<file path="src/rtl/lbm_pkg.sv">
// Shared LBM definitions: lane map for the nine distribution RAMs and the
// stream controller state encoding, common to the read and write controllers.
package lbm_pkg;

  localparam int LANES  = 9;
  localparam int LANE_W = 16;

  localparam int L_NULL = 0;
  localparam int L_N    = 1;
  localparam int L_NE   = 2;
  localparam int L_E    = 3;
  localparam int L_SE   = 4;
  localparam int L_S    = 5;
  localparam int L_SW   = 6;
  localparam int L_W    = 7;
  localparam int L_NW   = 8;

  typedef enum logic [1:0] {
    IDLE  = 2'd0,
    RECV  = 2'd1,
    DRAIN = 2'd2
  } state_t;

endpackage

</file>
<file path="src/rtl/bram_stream_writer_addr_counter.sv">
// Frame cell counter: cleared on arm, bumped on each written beat; latches the
// pre-increment value as the RAM write address and flags the last cell.
module frame_addr_counter #(
  parameter int DEPTH         = 2500,
  parameter int ADDRESS_WIDTH = 12
) (
  input  logic                     clk_i,
  input  logic                     rst_i,
  input  logic                     clr_i,
  input  logic                     inc_i,
  output logic                     at_last_o,
  output logic [ADDRESS_WIDTH-1:0] wr_addr_o,
  output logic [ADDRESS_WIDTH-1:0] beat_count_o
);

  logic [ADDRESS_WIDTH-1:0] cnt_q, cnt_d;
  logic [ADDRESS_WIDTH-1:0] addr_q, addr_d;

  always_comb begin
    cnt_d  = cnt_q;
    addr_d = addr_q;
    if (clr_i) begin
      cnt_d = '0;
    end else if (inc_i) begin
      addr_d = cnt_q;
      cnt_d  = cnt_q + ADDRESS_WIDTH'(1);
    end
  end

  always_ff @(posedge clk_i or posedge rst_i) begin
    if (rst_i) begin
      cnt_q  <= '0;
      addr_q <= '0;
    end else begin
      cnt_q  <= cnt_d;
      addr_q <= addr_d;
    end
  end

  // The count only ever reaches DEPTH (one past the last cell), so it doubles as beat_count.
  assign at_last_o    = (cnt_q == ADDRESS_WIDTH'(DEPTH - 1));
  assign wr_addr_o    = addr_q;
  assign beat_count_o = cnt_q;

endmodule

</file>
<file path="src/rtl/bram_stream_writer.sv">
// AXI-Stream slave that loads one lattice frame of nine-lane distribution
// beats into the distribution RAMs at sequential cell addresses.
module bram_stream_writer
  import lbm_pkg::*;
#(
  parameter int DATA_WIDTH    = 16,
  parameter int DEPTH         = 2500,
  parameter int ADDRESS_WIDTH = 12
) (
  input  logic                          s00_axis_aclk,
  input  logic                          s00_axis_areset,
  input  logic                          frame_arm,
  input  logic                          s00_axis_tvalid,
  output logic                          s00_axis_tready,
  input  logic [LANES*DATA_WIDTH-1:0]   s00_axis_tdata,
  input  logic [LANES*DATA_WIDTH/8-1:0] s00_axis_tstrb,
  input  logic                          s00_axis_tlast,
  output logic [ADDRESS_WIDTH-1:0]      wr_addr,
  output logic [LANES-1:0]              wr_en,
  output logic [LANES*DATA_WIDTH-1:0]   wr_data,
  output logic                          busy,
  output logic                          frame_done,
  output logic                          frame_error,
  output logic [ADDRESS_WIDTH-1:0]      beat_count
);

  localparam int BYTES_PER_LANE = DATA_WIDTH / 8;

  state_t                        state_q, state_d;
  logic                          tready_q, tready_d;
  logic                          busy_q, busy_d;
  logic [LANES-1:0]              wr_en_q, wr_en_d;
  logic [LANES*DATA_WIDTH-1:0]   wr_data_q, wr_data_d;
  logic                          done_q, done_d;
  logic                          error_q, error_d;

  logic                          handshake;
  logic                          cnt_clr, cnt_inc;
  logic                          at_last;
  logic [LANES-1:0]              lane_mask;

  assign handshake = s00_axis_tvalid & tready_q;

  // A lane is written only when every byte of it is strobed.
  always_comb begin
    lane_mask = '0;
    for (int k = 0; k < LANES; k++) begin
      lane_mask[k] = &s00_axis_tstrb[k*BYTES_PER_LANE +: BYTES_PER_LANE];
    end
  end

  frame_addr_counter #(
    .DEPTH        (DEPTH),
    .ADDRESS_WIDTH(ADDRESS_WIDTH)
  ) u_counter (
    .clk_i       (s00_axis_aclk),
    .rst_i       (s00_axis_areset),
    .clr_i       (cnt_clr),
    .inc_i       (cnt_inc),
    .at_last_o   (at_last),
    .wr_addr_o   (wr_addr),
    .beat_count_o(beat_count)
  );

  always_comb begin
    state_d   = state_q;
    wr_en_d   = '0;
    wr_data_d = wr_data_q;
    done_d    = 1'b0;
    error_d   = 1'b0;
    cnt_clr   = 1'b0;
    cnt_inc   = 1'b0;
    unique case (state_q)
      IDLE: begin
        if (frame_arm) begin
          state_d = RECV;
          cnt_clr = 1'b1;
        end
      end
      RECV: begin
        if (handshake) begin
          cnt_inc   = 1'b1;
          wr_en_d   = lane_mask;
          wr_data_d = s00_axis_tdata;
          // Leaving RECV at the last cell guarantees no write at or beyond DEPTH.
          if (s00_axis_tlast) begin
            state_d = IDLE;
            if (at_last) done_d  = 1'b1;
            else         error_d = 1'b1;
          end else if (at_last) begin
            state_d = DRAIN;
            error_d = 1'b1;
          end
        end
      end
      DRAIN: begin
        if (handshake && s00_axis_tlast) state_d = IDLE;
      end
      default: state_d = IDLE;
    endcase
    tready_d = (state_d != IDLE);
    busy_d   = (state_d != IDLE);
  end

  always_ff @(posedge s00_axis_aclk or posedge s00_axis_areset) begin
    if (s00_axis_areset) begin
      state_q   <= IDLE;
      tready_q  <= 1'b0;
      busy_q    <= 1'b0;
      wr_en_q   <= '0;
      wr_data_q <= '0;
      done_q    <= 1'b0;
      error_q   <= 1'b0;
    end else begin
      state_q   <= state_d;
      tready_q  <= tready_d;
      busy_q    <= busy_d;
      wr_en_q   <= wr_en_d;
      wr_data_q <= wr_data_d;
      done_q    <= done_d;
      error_q   <= error_d;
    end
  end

  assign s00_axis_tready = tready_q;
  assign busy            = busy_q;
  assign wr_en           = wr_en_q;
  assign wr_data         = wr_data_q;
  assign frame_done      = done_q;
  assign frame_error     = error_q;

endmodule

</file>
<file path="config.mk">
export PLATFORM = sky130hd
export DESIGN_NAME = bram_stream_writer
export DESIGN_NICKNAME = d
export VERILOG_FILES = /design/src/rtl/lbm_pkg.sv /design/src/rtl/bram_stream_writer_addr_counter.sv /design/src/rtl/bram_stream_writer.sv
export SDC_FILE = /design/constraint.sdc
export NUM_CORES = 1
export LEC_CHECK = 0
export CAP_MARGIN = 20
export CELL_PAD_IN_SITES_DETAIL_PLACEMENT = 1
export CELL_PAD_IN_SITES_GLOBAL_PLACEMENT = 1
export CORE_ASPECT_RATIO = 0.6
export CORE_MARGIN = 1
export CORE_UTILIZATION = 31
export DETAILED_ROUTE_END_ITERATION = 10
export PLACE_DENSITY_LB_ADDON = 0.1
export SLEW_MARGIN = 15
export SYNTH_ARGS = -nofsm -noshare
export SYNTH_HDL_FRONTEND = slang
export SYNTH_SLANG_ARGS = --single-unit
</file>
<file path="constraint.sdc">
create_clock -name s00_axis_aclk -period 11.6 [get_ports s00_axis_aclk]
set_input_delay 1.16 -clock s00_axis_aclk [delete_from_list [all_inputs] [get_ports s00_axis_aclk]]
set_output_delay 1.16 -clock s00_axis_aclk [all_outputs]
set_load 0.01 [all_outputs]
</file>
==> results by group <==
Timing
  • Period minus WS final: 3.05 ns
  • Setup Skew: 0.0109 ns
  • Slew @ Worst Pin: 0.916 ns
  • Final period utilization: 0.263
  • Total negative setup slack: 0 ns
  • Slew HR: 0.389
  • Final setup viols: 0
  • Worst hold margin: 0.471 ns
  • Slew Limit Fails: 0
  • Fmax achieved: 328 MHz
  • Hold Fails Final Rpt: 0
  • RSZ-0062 raised after global routing: false

Flow run
  • MaxCap Viol Count: 0

CTS
  • Setup repair bufs after CTS: 0
  • Sink Count: 182
  • Clock Pin Slew Worst Setup and Hold Paths: 0.06 ns
  • H-tree Lvls: 4
  • PostCTS Resize Cnt: 0
  • CTS Buf Count: 17
  • Worst-skew pair later-pin latency: 0.42 ns
  • CTS tree: yes
  • Clock Tree Buf Depth: 2
  • Clk root buf: clkbuf_16
  • CTS Hold Buffers Added: 0

Power and ir drop
  • Maximum vdd drop: 0.000107 V
  • Leakage power: 0.00544 uW
  • Pwr Density: 200 nW/um^2

Die
  • Die Span X: 197 microns
  • Die area: 23500 sq um
  • Die Ht: 119 microns
  • Area of the core: 22200 sq um
  • FP Rows: 42
  • Starting density of the core: 0.319
  • Io pins: 348

Global routing
  • First-pass GRT wire length: 37900 microns
  • Global-route usage over all layers: 0.212
  • Initial antenna violation count: 1
  • GRT overflow: 0
  • Pin count of the biggest net entering global routing: 88
  • Via count of the first global-routing pass: 6647

Setup path
  • R2r startpoint: state_q[1]
  • WS Path Type: input pin to register
  • Critical Path RT: 11.93 ns
  • CP max FO: 68
  • CP endpoint kind: register
  • Startpoint Class: input pin
  • Crit path DAT: 3.38 ns
  • Worst R2R Setup Slack: 9.28 ns
  • Worst R2R End: u_counter.beat_count_o[7]
  • R2R cell count: 4

Drt
  • Final ANT Viol Nets: 0
  • Initial DRC Count: 233
  • Drt pass-1 iters: 4
  • DR vias/cell: 4.47
  • Drt total wl: 24600 microns
  • Drt wl/cell: 17.3 microns
  • DRC viols: 0
  • Via count: 6350

Hold path
  • Min-Delay Path Depth: 2
  • Hold Path End: wr_data[129]
  • Worst hold start: wr_data[129]
  • Hold Crit Class: register to register

Synth
  • Primary FF master, synth: dfrtp_1
  • Syn_area_per_cell: 9.19 sq um
  • Netlist cell types: 34
  • Synth warn: 0
  • Syn Inst Count: 772
  • Number of synthesized register bits: 182
  • Mapped Area: 7100 sq um
  • Ys async rst share: 1.00
  • Post-synthesis sequential area ratio: 0.642
  • Number of flops mapped to enable cells by yosys: 0
  • Syn_nets: 941

Place
  • HPWL Detailed: 17600 microns
  • PortBufs: 347
  • Placer Congestion: 0.754

Final layout
  • Commonest non-fill, non-tap cell in the layout: nand2_1
  • Diode count: 0
  • Area delta synth->final: 58.8%
  • Filler instances: 2587
  • Layout cell share with drive strength beyond 1: 0.0333
  • Fin nets: 1272
  • Final Util: 0.507
  • Most frequent cells in the layout: nand2_1, clkdlybuf4s50_1, dfrtp_1, clkbuf_16, and3_1

Outcome
  • Status: finished, final reports clean
[metrics by stage]
step	instance area [sq um]	power, uW	setup slack [ns]	std cells
finish	11300	2250	8.55	1420
global route	11300	2390	8.46	1420
CTS	11300	2280	8.55	1420
detailed placement	10800	1760	8.10	1392
global placement	10800	1740	8.14	1392
floorplan	7100	1230	5.50	772
[Yosys cell counts (2+ instances only)]
master,number,area share
nand2_1,480,0.25
dfrtp_1,182,0.64
buf_2,16,0.011
buf_4,12,0.013
clkbuf_1,12,0.0063
and3_1,10,0.0088
mux2i_1,8,0.011
a21oi_1,5,0.0035
nand2b_1,4,0.0035
nand3_1,4,0.0028
nand4_1,4,0.0035
inv_1,3,0.0016
nor2_1,3,0.0016
o21ai_0,3,0.0021
and2_1,2,0.0018
ha_1,2,0.0035
nor3_1,2,0.0014
nor4_1,2,0.0018
nor4_2,2,0.0035
or3_1,2,0.0018
[worst max-delay path by stage]
| stage | start | to | cells past startpoint |
|---|---|---|---|
| after floorplan | s00_axis_areset | busy | 1 |
| after global placement | s00_axis_tvalid | u_counter.beat_count_o[7] | 5 |
| after detailed placement | s00_axis_tvalid | u_counter.beat_count_o[7] | 5 |
| after CTS | s00_axis_tvalid | u_counter.beat_count_o[7] | 5 |
| after global routing | s00_axis_tvalid | u_counter.beat_count_o[7] | 5 |
| final | s00_axis_tvalid | u_counter.beat_count_o[7] | 5 |
[flip-flops by register name, summed over array words and instances (netlist names)]
register / count
state_q: 2
frame_error: 1
u_counter.wr_addr_o: 12
wr_en: 9
u_counter.beat_count_o: 12
busy: 1
frame_done: 1
wr_data: 144
[worst max-delay path, stage by stage]
cell             delay, ns
clkdlybuf4s50_1       0.57
nand4b_4              0.37
buf_4                 0.48
or4_1                 0.58
a21oi_1               0.18
[final cells by class]
class | count | area (sq um) | share of cell area
Sequential cell | 182 | 4550 | 0.404
Timing Repair Buffer | 353 | 3520 | 0.312
Multi-Input combinational cell | 546 | 2310 | 0.205
Clock buffer | 23 | 458 | 0.0406
Tap cell | 308 | 385 | 0.0342
Clock inverter | 5 | 30.0 | 0.00266
Inverter | 3 | 16.3 | 0.00144
[logic make-up after synthesis]
kind of cell               count (synthesis)  share of synthesized area
buffers and inverters                     44                     0.0335
AOI/OAI and AO/OA                         11                    0.00935
and+or+nand+nor                          524                      0.299
DFF                                      182                      0.642
adders and majority gates                  2                    0.00353
xor gates and xnor gates                   1                    0.00123
muxes                                      8                     0.0113
[per-layer routing]
layer  routed length [microns]  track usage  part of all wire  up-vias
met1                     11000        0.277              0.45     3122
met4                       219       0.0460            0.0089        2
met2                     11100        0.330              0.45      179
met3                      2260       0.0855             0.092       18
met5                        11            0           0.00045        -
li1                          -            -                 -     3029
[where the power goes]
group / internal, uW / switching (uW) / total, uW / leakage, uW
registers: 814 / 110 / 924 / 0.00229
clock network: 274 / 239 / 513 / 0.000235
logic: 432 / 381 / 813 / 0.00292
total: 1520 / 729 / 2250 / 0.00544
Power figures use the tool's default switching activity.
